## src/rtl/vga_timing_gen.sv

```systemverilog
`default_nettype none
// ============================================================================
// Module   : vga_timing_gen
// Function : Raster timing generator (x/y, frame_active, line/frame pulses,
//            delayed hsync/vsync). Define FRAME_COUNTER_EN for frame_count.
// Revision : 1.0 - initial release
// ============================================================================
module vga_timing_gen #(
  parameter int H_ACTIVE   = 640,
  parameter int H_FP       = 16,
  parameter int H_SYNC     = 96,
  parameter int H_BP       = 48,
  parameter int V_ACTIVE   = 480,
  parameter int V_FP       = 10,
  parameter int V_SYNC     = 2,
  parameter int V_BP       = 33,
  parameter bit SYNC_POL   = 1'b0,
  parameter int SYNC_DELAY = 1
) (
  input  logic       clk,
  input  logic       rst_n,
  output logic [9:0] x,
  output logic [9:0] y,
  output logic       frame_active,
  output logic       hsync,
  output logic       vsync,
  output logic       line_start,
  output logic       frame_start
`ifdef FRAME_COUNTER_EN
  ,
  output logic [7:0] frame_count
`endif
);

  localparam int c_H_TOTAL = H_ACTIVE + H_FP + H_SYNC + H_BP;
  localparam int c_V_TOTAL = V_ACTIVE + V_FP + V_SYNC + V_BP;

  localparam logic [9:0] c_H_LAST     = 10'(c_H_TOTAL - 1);
  localparam logic [9:0] c_V_LAST     = 10'(c_V_TOTAL - 1);
  localparam logic [9:0] c_H_ACT      = 10'(H_ACTIVE);
  localparam logic [9:0] c_V_ACT      = 10'(V_ACTIVE);
  localparam logic [9:0] c_HS_START   = 10'(H_ACTIVE + H_FP);
  localparam logic [9:0] c_HS_END     = 10'(H_ACTIVE + H_FP + H_SYNC - 1);
  localparam logic [9:0] c_VS_START   = 10'(V_ACTIVE + V_FP);
  localparam logic [9:0] c_VS_END     = 10'(V_ACTIVE + V_FP + V_SYNC - 1);

  generate
    if (c_H_TOTAL > 1024 || c_V_TOTAL > 1024) begin : g_bad_total
      $error("vga_timing_gen: H_TOTAL/V_TOTAL must not exceed 1024");
    end
    if (SYNC_DELAY < 0 || SYNC_DELAY > 3) begin : g_bad_delay
      $error("vga_timing_gen: SYNC_DELAY must be in 0..3");
    end
  endgenerate

  logic       r_running;
  logic [9:0] r_h_cnt;
  logic [9:0] r_v_cnt;
  logic       w_hsync_raw;
  logic       w_vsync_raw;
  logic       w_wrap;

  // Counters hold at (0,0) for the first edge so that position is visible
  // as a full clock with running=1.
  always_ff @(posedge clk or negedge rst_n) begin
    if (!rst_n) begin
      r_running <= 1'b0;
      r_h_cnt   <= 10'd0;
      r_v_cnt   <= 10'd0;
    end else if (!r_running) begin
      r_running <= 1'b1;
    end else if (r_h_cnt == c_H_LAST) begin
      r_h_cnt <= 10'd0;
      if (r_v_cnt == c_V_LAST) begin
        r_v_cnt <= 10'd0;
      end else begin
        r_v_cnt <= r_v_cnt + 10'd1;
      end
    end else begin
      r_h_cnt <= r_h_cnt + 10'd1;
    end
  end

  assign w_wrap       = r_running && (r_h_cnt == c_H_LAST) && (r_v_cnt == c_V_LAST);
  assign x            = r_h_cnt;
  assign y            = r_v_cnt;
  assign frame_active = r_running && (r_h_cnt < c_H_ACT) && (r_v_cnt < c_V_ACT);
  assign line_start   = r_running && (r_h_cnt == 10'd0);
  assign frame_start  = r_running && (r_h_cnt == 10'd0) && (r_v_cnt == 10'd0);

  assign w_hsync_raw = ((r_h_cnt >= c_HS_START) && (r_h_cnt <= c_HS_END)) ? SYNC_POL : ~SYNC_POL;
  assign w_vsync_raw = ((r_v_cnt >= c_VS_START) && (r_v_cnt <= c_VS_END)) ? SYNC_POL : ~SYNC_POL;

  generate
    if (SYNC_DELAY == 0) begin : g_sync_direct
      assign hsync = w_hsync_raw;
      assign vsync = w_vsync_raw;
    end else begin : g_sync_delay
      logic [SYNC_DELAY-1:0] r_hs_pipe;
      logic [SYNC_DELAY-1:0] r_vs_pipe;

      always_ff @(posedge clk or negedge rst_n) begin
        if (!rst_n) begin
          r_hs_pipe <= {SYNC_DELAY{~SYNC_POL}};
          r_vs_pipe <= {SYNC_DELAY{~SYNC_POL}};
        end else begin
          r_hs_pipe[0] <= w_hsync_raw;
          r_vs_pipe[0] <= w_vsync_raw;
          for (int i = 1; i < SYNC_DELAY; i++) begin
            r_hs_pipe[i] <= r_hs_pipe[i-1];
            r_vs_pipe[i] <= r_vs_pipe[i-1];
          end
        end
      end

      assign hsync = r_hs_pipe[SYNC_DELAY-1];
      assign vsync = r_vs_pipe[SYNC_DELAY-1];
    end
  endgenerate

`ifdef FRAME_COUNTER_EN
  logic [7:0] r_frame_count;

  always_ff @(posedge clk or negedge rst_n) begin
    if (!rst_n) begin
      r_frame_count <= 8'd0;
    end else if (w_wrap) begin
      r_frame_count <= r_frame_count + 8'd1;
    end
  end

  assign frame_count = r_frame_count;
`else
  logic w_unused;
  assign w_unused = w_wrap;
`endif

endmodule
`default_nettype wire

```

## config.mk

```make
export PLATFORM = sky130hd
export DESIGN_NAME = vga_timing_gen
export DESIGN_NICKNAME = d
export VERILOG_FILES = /design/src/rtl/vga_timing_gen.sv
export SDC_FILE = /design/constraint.sdc
export NUM_CORES = 1
export LEC_CHECK = 0
export ABC_CLOCK_PERIOD_IN_PS = 2600
export CAP_MARGIN = 20
export CORE_MARGIN = 5
export CORE_UTILIZATION = 35
export CTS_BUF_LIST = sky130_fd_sc_hd__clkbuf_4 sky130_fd_sc_hd__clkbuf_8
export CTS_CLUSTER_SIZE = 12
export DETAILED_ROUTE_END_ITERATION = 8
export GPL_ROUTABILITY_DRIVEN = 0
export PLACE_DENSITY_LB_ADDON = 0.08
export SETUP_SLACK_MARGIN = 0.2
export SLEW_MARGIN = 20
export SYNTH_ARGS = -nofsm -noshare
export SYNTH_HDL_FRONTEND = slang
export SYNTH_SLANG_ARGS = --single-unit
```

## constraint.sdc

```tcl
create_clock -name clk -period 2.6 [get_ports clk]
set_input_delay 0.52 -clock clk [delete_from_list [all_inputs] [get_ports clk]]
set_output_delay 0.52 -clock clk [all_outputs]
set_load 0.1 [all_outputs]
```

Word level (Yosys, flattened, before mapping) --
Cells that the tools add are included. Widths: inputs -> output; s select.
Storage, ports and cells: input bits 2, output and inout bits 25, flip-flop bits (word level) 23
Operators by class: multiplexer cells 4, equality and inequality tests 2, reduce and logical (&&, ||, !) cells 9, magnitude comparators 6, add/subtract/negate cells 2
Operator list (count):
- $add 10x1->10 const B | 2
- $eq 10x10->1 const B | 2
- $logic_not 10->1 | 2
- $mux 10 | 2
- $ge 10x10->1 const B | 1
- $ge 10x9->1 const B | 1
- $le 10x10->1 const B | 1
- $le 10x9->1 const B | 1
- $lt 10x10->1 const B | 1
- $lt 10x9->1 const B | 1
- $logic_and 1x1->1 | 6
- $mux 1 | 2
- $reduce_and 2->1 | 1

Logic depth before layout (Yosys ltp) --
Gate-level depths: netlist of the first run.
depth after elaboration 3, gate-level depth with buffers 6, mapped depth without buffers 6

Worst setup path after synthesis of the first run --
No wires, ideal clock.
path kind register -> output, from register r_h_cnt[5] (netlist: x[5]), to output frame_start, stages on the path, launching flop included 4, path slack -920 ps, data arrival time 3000 ps, buffers on the path 0, path through dfrtp_1 nor4b_1 and4b_1 and4_1
On the way: cells in the longest elaborated chain, start to end 3
RTL lines:
- start: declaration | RTL line 57 | logic [9:0] r_h_cnt;
- start signal: assignment | RTL line 80 | r_h_cnt <= r_h_cnt + 10'd1;
- $logic_not 10->1
- $logic_and 1x1->1
- net line_start | RTL line 27 | output logic line_start,
- $logic_and 1x1->1 | RTL line 89 | assign frame_start = r_running && (r_h_cnt == 10'd0) && (r_v_cnt == 10'd0);
- end: declaration | RTL line 28 | output logic frame_start
The timed path passes the listed nets, and every way through them passes these cells.

Worst setup path in the final report of the first run --
from register r_h_cnt[6] (netlist: x[6]), to output frame_start
On the way: cells in the longest elaborated chain, start to end 3
RTL lines (RTL line):
- $logic_not 10->1 | 89
- $logic_and 1x1->1 (2 in a row) | 89
No other way between the ends.

==> impl_metrics.py, run 1 <==
metrics = {
    "run_status": {
        "status": "complete, no violations",
    },
    "logic_synthesis": {
        "yosys-top-cells-count": "21 x dfrtp_1, 10 x nand3_1, 8 x nand2_1",
        "synth_edf_count": 0,
        "syn_area_mm2": 0.00122,
        "syn_inst": 119,
        "yosysWarningCount": 0,
        "post_synth.cell_area_avg_um2": 10.3,
        "yosys.area.top_type_share_pct": 43.0,
        "synthArstFlopShare_pct": 100,
        "yosysTopAreaCell": "dfrtp_1",
        "ys_ff_latch": 23,
        "synth.most_common_cell": "dfrtp_1",
        "netlist_top_cells_area": "dfrtp_1 43%, ha_1 5.1%, dfstp_2 4.3%, xnor2_1 4.3%, nand3_1 4.1%",
        "synthFlopType": "dfrtp_1",
        "ys_seq_area_share_pct": 47.3,
        "synth_cell_types": 38,
        "syn_nets": 126,
    },
    "die": {
        "num_io_pins": 27,
        "die_area_mm2": 0.00477,
        "die_w_um": 69.1,
        "rows": 21,
        "start_util_pct": 36.3,
        "die_y_um": 69.1,
        "core_mm2": 0.00336,
    },
    "grt": {
        "grtUsageTotal_pct": 12.0,
        "grt_pass1_vias": 978,
        "grt_antenna_before_repair": 0,
        "grt_max_degree": 24,
        "grt_pass1_wl_um": 4750,
        "grt_overflow_total": 0,
    },
    "hold_path": {
        "hold_depth": 1,
        "hold_class": "flop to flop",
        "min_from": "x[7]",
        "whs_endpoint": "x[7]",
    },
    "sta": {
        "slew_violations": 0,
        "clock_skew_ps": 2.34,
        "rsz0062_at_grt": "no",
        "min_period_over_period_pct": 88.6,
        "fin_setup_tns_ps": 0,
        "timing.fmax_ghz": 0.434,
        "setup_viol_count_final": 0,
        "hold_viol": 0,
        "fin_crit_ps": 2300,
    },
    "finish": {
        "nets": 159,
        "layout.cells.non_filler": 197,
        "drive_gt1_share_pct": 37.7,
        "area_growth_pct": 29.8,
        "num-fill-cells": 374,
        "antennaDiodeCount": 0,
    },
    "clock_network": {
        "clk_path_buf_depth": 2,
        "htreeDepth": 1,
        "cts-root-buf": "clkbuf_4",
        "cts_tree": "done",
        "cts_sinks": 23,
        "clk_pin_slew_worst_paths_ps": 130,
        "numCtsBuffers": 3,
        "clk_latency_ps": 310,
    },
    "worst_setup_path": {
        "rrSetupSlack_ps": 350,
        "max_stage_delay_ps": 480,
        "r2r_cells": 5,
        "worstReg2RegStart": "x[7]",
        "slowest_stage": "dfrtp_2",
        "cp_cell_sequence": "nor4_2 -> and4b_4 -> and4_4 -> buf_12",
        "startpoint_type": "flop",
        "r2r-end": "y[9]",
        "cp-end-kind": "output port",
        "crit_arrival_ps": 1780,
        "worst_ep_required_time_ps": 2080,
        "critPathMaxFanout": 7,
        "critical_path_class": "flop to output port",
    },
    "power_and_ir_drop": {
        "leakagePower_nw": 0.710,
        "ir_worst_vdd_v": 0.000498,
        "p_per_area_mw_per_mm2": 736,
    },
    "place": {
        "dpl.cell_count": 191,
        "dp_hpwl_um": 2060,
        "io_buffers": 26,
    },
    "routing": {
        "drtPass1Iterations": 4,
        "vias": 1011,
        "vias_per_cell": 5.13,
        "drtIter0Drc": 46,
        "antenna_left": 0,
        "drc": 0,
        "wl_per_cell_um": 14.4,
        "drt-total-wl_um": 2830,
    },
    "flow_run": {
        "cap_viol_max_count": 0,
    },
}
-- per-layer routing --
| layer | vias to the layer above | GRT usage [%] | wire length (um) |
|---|---|---|---|
| met5 | - | 0 | 0 |
| met4 | 0 | 4.56 | 25 |
| met3 | 4 | 3.34 | 121 |
| met2 | 21 | 17.1 | 1290 |
| met1 | 484 | 17.0 | 1390 |
| li1 | 502 | - | - |
-- registers in the layout, indices dropped and copies added, names as in the netlist --
register and cells:
r_running 1, x 10, y 10, vsync 1, hsync 1
-- power breakdown --
group / internal [mW] / leakage [nW] / switching, mW
sequential: 0.404 / 0.288 / 0.0768
clock: 0.0703 / 0.0184 / 0.109
combinational: 0.122 / 0.404 / 0.384
total: 0.597 / 0.710 / 0.571
-- worst max-delay path by stage --
stage / endpoint / start / slack [ps] / cells past startpoint
after floorplan: frame_start / x[2] / 120 / 3
after global placement: y[9] / x[7] / 540 / 4
after detailed placement: y[9] / x[7] / 510 / 4
after CTS: frame_start / x[7] / 220 / 4
after global routing: frame_start / x[6] / 210 / 4
final: frame_start / x[6] / 300 / 4
-- critical path: cells and delay by family (launching register included) --
| kind | cells | cell delay, ps |
|---|---|---|
| flip-flops | 1 | 480 |
| AND/OR/NAND/NOR | 3 | 830 |
| buffers and inverters | 1 | 170 |
-- what timing repair did --
action | CTS | global route
hold buffers | 0 | 0
endpoints found under the setup margin | 0 | 1
setup buffers | 0 | 2
resized for setup | 0 | 3
hold endpoints to repair | 0 | 0
-- final cells by class --
class	instances	area [um^2]	area share [%]
clock buffer	4	30.0	1.89
multi-input combinational	88	616	38.8
sequential	23	592	37.3
timing repair buffer	31	273	17.2
tap	46	57.6	3.63
inverter	5	18.8	1.18
-- cells in the final DEF (no fill, tap or decap), types with 3 or more instances in the layout --
master / n
nand3_1: 10
inv_1: 5
xnor2_1: 6
ha_1: 5
a21o_1: 3
buf_4: 27
nand4_1: 4
dfrtp_2: 11
nand2_1: 8
nor2_1: 6
o21ai_0: 6
clkbuf_4: 4
dfrtp_1: 10
buf_12: 3
nor3_1: 5
xor2_1: 4
-- stage by stage --
step	utilization, %	power, mW	area, um^2	hold slack, ps	worst slack [ps]
final	47.2	1.17	1590	530	295
after global routing	47.2	1.22	1590	546	211
after CTS	46.3	1.17	1560	538	224
after detailed placement	45.4	0.990	1530	520	509
after global placement	45.4	0.987	1530	509	542
after floorplan	-	0.880	1240	224	122
-- cells by family after synthesis --
kind of cell / count (synthesis) / synth area share, %
simple gates: 54 / 26.4
flops: 23 / 47.3
compound gates: 17 / 8.91
xor+xnor: 10 / 7.16
buf+inv: 8 / 3.99
fa+ha+maj: 5 / 5.12
other cells: 1 / 0.307
mux: 1 / 0.819
Note: power is estimated with default switching activity, not from simulation.
==> run 2: changes to the inputs <==
--- a/config.mk
+++ b/config.mk
@@ -7,7 +7,7 @@
 export LEC_CHECK = 0
 export ABC_CLOCK_PERIOD_IN_PS = 2600
 export CAP_MARGIN = 20
-export CORE_MARGIN = 5
+export CORE_MARGIN = 2
 export CORE_UTILIZATION = 35
 export CTS_BUF_LIST = sky130_fd_sc_hd__clkbuf_4 sky130_fd_sc_hd__clkbuf_8
 export CTS_CLUSTER_SIZE = 12
==> impl_metrics.py, run 2 (synthesis gave the netlist of run 1 again) <==
metrics = {
    "sta": {
        "hold_viol": 0,
        "slew_violations": 0,
        "fin_crit_ps": 2290,
        "fin_setup_tns_ps": 0,
        "min_period_over_period_pct": 88.0,
        "clock_skew_ps": 7.09,
        "timing.fmax_ghz": 0.437,
        "finalHoldWorstSlack_ps": 538,
        "timing.final.ws_setup_ps": 313,
        "rsz0062_at_grt": "no",
        "setup_viol_count_final": 0,
    },
    "grt": {
        "grt_max_degree": 24,
        "grt_pass1_vias": 1002,
        "grtUsageTotal_pct": 14.5,
        "grt_antenna_before_repair": 0,
        "grt_overflow_total": 0,
        "grt_pass1_wl_um": 4620,
    },
    "run_status": {
        "status": "complete, no violations",
    },
    "routing": {
        "vias_per_cell": 5.26,
        "drtPass1Iterations": 4,
        "drc": 0,
        "drtIter0Drc": 78,
        "antenna_left": 0,
        "vias": 1025,
        "drt-total-wl_um": 2610,
        "wl_per_cell_um": 13.4,
    },
    "worst_setup_path": {
        "cp_cell_sequence": "nor4_1 -> and4b_4 -> and4_4 -> buf_12",
        "slowest_stage": "dfrtp_2",
        "crit_arrival_ps": 1770,
        "max_stage_delay_ps": 470,
        "startpoint_type": "flop",
        "rrSetupSlack_ps": 470,
        "critical_path_class": "flop to output port",
        "critPathMaxFanout": 7,
        "cp-end-kind": "output port",
        "worst_ep_required_time_ps": 2080,
    },
    "die": {
        "start_util_pct": 36.6,
        "die_y_um": 63.1,
        "core_mm2": 0.00334,
        "die_area_mm2": 0.00398,
        "die_w_um": 63.1,
        "num_io_pins": 27,
        "rows": 21,
    },
    "flow_run": {
        "cap_viol_max_count": 0,
    },
    "finish": {
        "num-fill-cells": 338,
        "mostFrequentLayoutCells": "25 x buf_4, 11 x dfrtp_2, 10 x nand3_1, 10 x dfrtp_1, 8 x nand2_1",
        "antennaDiodeCount": 0,
        "area_growth_pct": 27.8,
        "fin_util_pct": 46.8,
        "nets": 157,
        "drive_gt1_share_pct": 36.2,
        "final_common_cell": "buf_4",
        "stdcell_area_mm2": 0.00156,
        "layout.cells.non_filler": 195,
    },
    "place": {
        "dpl.cell_count": 191,
        "dp_hpwl_um": 1980,
        "placed_area_mm2": 0.00153,
        "io_buffers": 26,
        "pre_cts_ws_ps": 494,
    },
    "power_and_ir_drop": {
        "leakagePower_nw": 0.697,
        "p_total_mw": 1.14,
        "ir_worst_vdd_v": 0.000469,
        "p_per_area_mw_per_mm2": 729,
    },
    "clock_network": {
        "numCtsBuffers": 3,
        "clk_path_buf_depth": 2,
        "htreeDepth": 1,
        "clk_latency_ps": 300,
        "cts_tree": "done",
        "clk_pin_slew_worst_paths_ps": 130,
        "cts_sinks": 23,
        "cts-root-buf": "clkbuf_4",
        "ctsHoldBuffers": 0,
    },
    "hold_path": {
        "hold_class": "flop to flop",
    },
}
==> run 2: repair_timing <==
item / 4_1_cts / 5_1_grt
gates resized for setup: 0 / 2
setup endpoints to repair: 0 / 1
buffers inserted: 0 / 0
==> run 2: layout make-up <==
type | count | area (um^2) | share of cell area [%]
clock inverter | 1 | 5.00 | 0.320
clock buffer | 3 | 22.5 | 1.44
sequential | 23 | 592 | 37.9
multi-input combinational | 88 | 609 | 39.0
timing repair buffer | 29 | 258 | 16.5
inverter | 5 | 18.8 | 1.20
tap | 46 | 57.6 | 3.68
==> run 2: worst paths after layout <==
kind                       cells after the start          end  startpoint
max reg2reg                                    4         y[9]        x[7]
min reg2reg                                    1         x[2]        x[2]
max in group asynchronous                      2        vsync       rst_n
min in group asynchronous                      2         x[2]       rst_n
max                                            4  frame_start        x[7]
min                                            1         x[2]        x[2]
==> run 2: worst max-delay path, delay by kind of cell, from the launching register on <==
| family | cells | cell delay [ps] |
|---|---|---|
| simple gates | 3 | 820 |
| flops | 1 | 470 |
| buf+inv | 1 | 170 |
==> run 2: layer usage <==
metal	share of wire [%]	vias up	wire length, um	track usage [%]
li1	-	495	-	-
met1	45	496	1190	19.5
met2	48	30	1260	23.5
met3	4.9	4	128	2.68
met4	1.4	0	37	5.00
met5	0	-	0	0
==> run 2: where the power goes <==
part	internal, mW	switching, mW	total, mW
Combinational	0.121	0.379	0.500
Clock	0.0573	0.106	0.164
Sequential	0.404	0.0724	0.476
Total	0.582	0.558	1.14
==> edit (flow settings as in run 1) <==
`H_BP`: 48 -> 36.
--- a/src/rtl/vga_timing_gen.sv
+++ b/src/rtl/vga_timing_gen.sv
@@ -10,5 +10,5 @@
   parameter int H_FP       = 16,
   parameter int H_SYNC     = 96,
-  parameter int H_BP       = 48,
+  parameter int H_BP       = 36,
   parameter int V_ACTIVE   = 480,
   parameter int V_FP       = 10,
Formal check against the unedited RTL: no difference found for any inputs over 10 cycles, from zero or initial values and one cycle with rst_n low; that may be too few to reach the edited logic, so the function may still have changed.
==> edit against run 1 <==
- wire length increased by 5.3%
- largest power group unchanged
- die area rose by 3.0%
- cell count rose by 2.5%
- highest routed layer unchanged
- sequential cell count stayed put
- synthesized area rose by 3.5%
- worst setup slack lost 29 ps
- power decreased by 0.65%
- critical endpoint unchanged
- final area grew 7.0%
- largest cell class unchanged
- combinational power is essentially flat
- non-clock buffer count increased by 2
- sequential share of layout area shrank 1.2 points
- critical path depth stayed put
- critical path type unchanged
==> edit: results <==
metrics = {
    "placed_design": {
        "dp_hpwl_microns": 2150,
        "dp_cells": 192,
        "placed_cell_area_sq_um": 1600,
    },
    "timing": {
        "skew_ps": 8.46,
    },
    "layout": {
        "nNetsFinal": 164,
        "fin_cells": 202,
        "drive_above_1_share_pct": 41.0,
        "final_util_pct": 49.7,
        "n_fill_cell": 343,
    },
    "synth": {
        "synth_commonest_cells": "dfrtp_1 (21), nand2_1 (14), nand3_1 (7), nand4_1 (7)",
        "synth_nets": 130,
        "seq_area_frac_synth_pct": 45.7,
        "synthTopCellsByArea": "dfrtp_1 (42%), nor4_4 (5.0%), ha_1 (4.9%), dfstp_2 (4.2%), nand2_1 (4.2%)",
        "yosysUniqueCellTypes": 39,
        "avgSynthCellArea_sq_um": 10.3,
    },
    "power_and_ir_drop": {
        "vdd_ir_drop_max_uv": 638,
        "leakagePower_nw": 0.772,
    },
    "min_path": {
        "hold_class": "in -> async",
    },
    "route": {
        "routed_wl_microns": 2980,
        "drt-initial-drc-count": 76,
        "vias_per_cell": 5.18,
    },
    "cts": {
        "htree_levels": 1,
    },
    "status": {
        "outcome": "completed",
    },
    "setup_path": {
        "cp_max_fo": 8,
        "r2r-end": "y[6]",
        "reg2reg_slack_ps": 870,
        "cp.arrival_ps": 1810,
    },
    "global_routing": {
        "grt_pass1_vias": 1053,
        "grt_first_pass_wirelength_microns": 5150,
        "grt_usage_pct": 12.7,
    },
}
-- edit: cell count changes after synthesis, moves of 2 or more --
cell	run 1	this run
nand2_1	8	14
o21ai_1	0	5
o21ai_0	6	2
a21o_1	3	0
nand3_1	10	7
nand4_1	4	7
nor4_4	0	3
and3_2	2	0
buf_2	0	2
nor2_1	6	4
or4_1	2	0
-- edit: cell families (layout without fill, tap and decap cells) --
group	count (synthesis)	count (layout)	share of synthesized area [%]
AO/OA/AOI/OAI	15	15	6.92
other	1	1	0.296
AND/OR/NAND/NOR	59	59	31.3
flip-flops	23	23	45.7
XOR/XNOR	10	10	6.92
multiplexers	1	1	0.791
buffers and inverters	9	42	3.17
adder cells (fa/ha/maj)	5	5	4.95
-- edit: worst max-delay path by stage --
stage               start  cells past startpoint           to  slack [ps]
floorplan            x[2]                      3  frame_start          70
global placement     x[2]                      4  frame_start         480
detailed placement   x[2]                      4  frame_start         470
CTS                  x[5]                      4  frame_start         200
global route         x[7]                      4  frame_start         210
finish               x[5]                      4  frame_start         270
-- edit: through the flow --
stage,hold slack (ps),setup slack [ps]
2_1_floorplan,224,67.2
3_3_place_gp,511,481
3_5_place_dp,526,469
4_1_cts,544,201
5_1_grt,568,206
6_report,540,266
-- edit: where the power goes --
group          leakage [nW]  switching, W  internal [W]  total, W
Clock                0.0177      0.000111     0.0000575  0.000169
Sequential            0.280     0.0000822      0.000403  0.000485
Combinational         0.475      0.000368      0.000138  0.000506
-- edit: critical path: stages, from the launching register on --
cell	delay, ps
dfrtp_4	560
nor4_4	280
and4_4	250
and4_4	230
buf_12	170
-- edit: final cells by class --
class | count | area share, %
Inverter | 5 | 1.11
Clock buffer | 3 | 1.33
Sequential cell | 23 | 36.1
Clock inverter | 1 | 0.295
Timing Repair Buffer | 33 | 16.9
Multi-Input combinational cell | 91 | 40.8
Tap cell | 46 | 3.39
-- edit: routing by layer --
metal  vias to the layer above  share of wire, %  track usage (%)
li1                        511                 -                -
met4                         0              0.77             5.11
met1                       499                48             17.8
met2                        34                46             19.5
met3                         2               5.1             2.15
met5                         -                 0                0
-- edit: what timing repair did --
action | CTS | global route
setup buffers | 1 | 5
endpoints found under the setup margin | 1 | 1
resized for setup | 1 | 3
hold buffers | 0 | 0
pin swaps | 1 | 1
endpoints found under the hold margin | 0 | 0
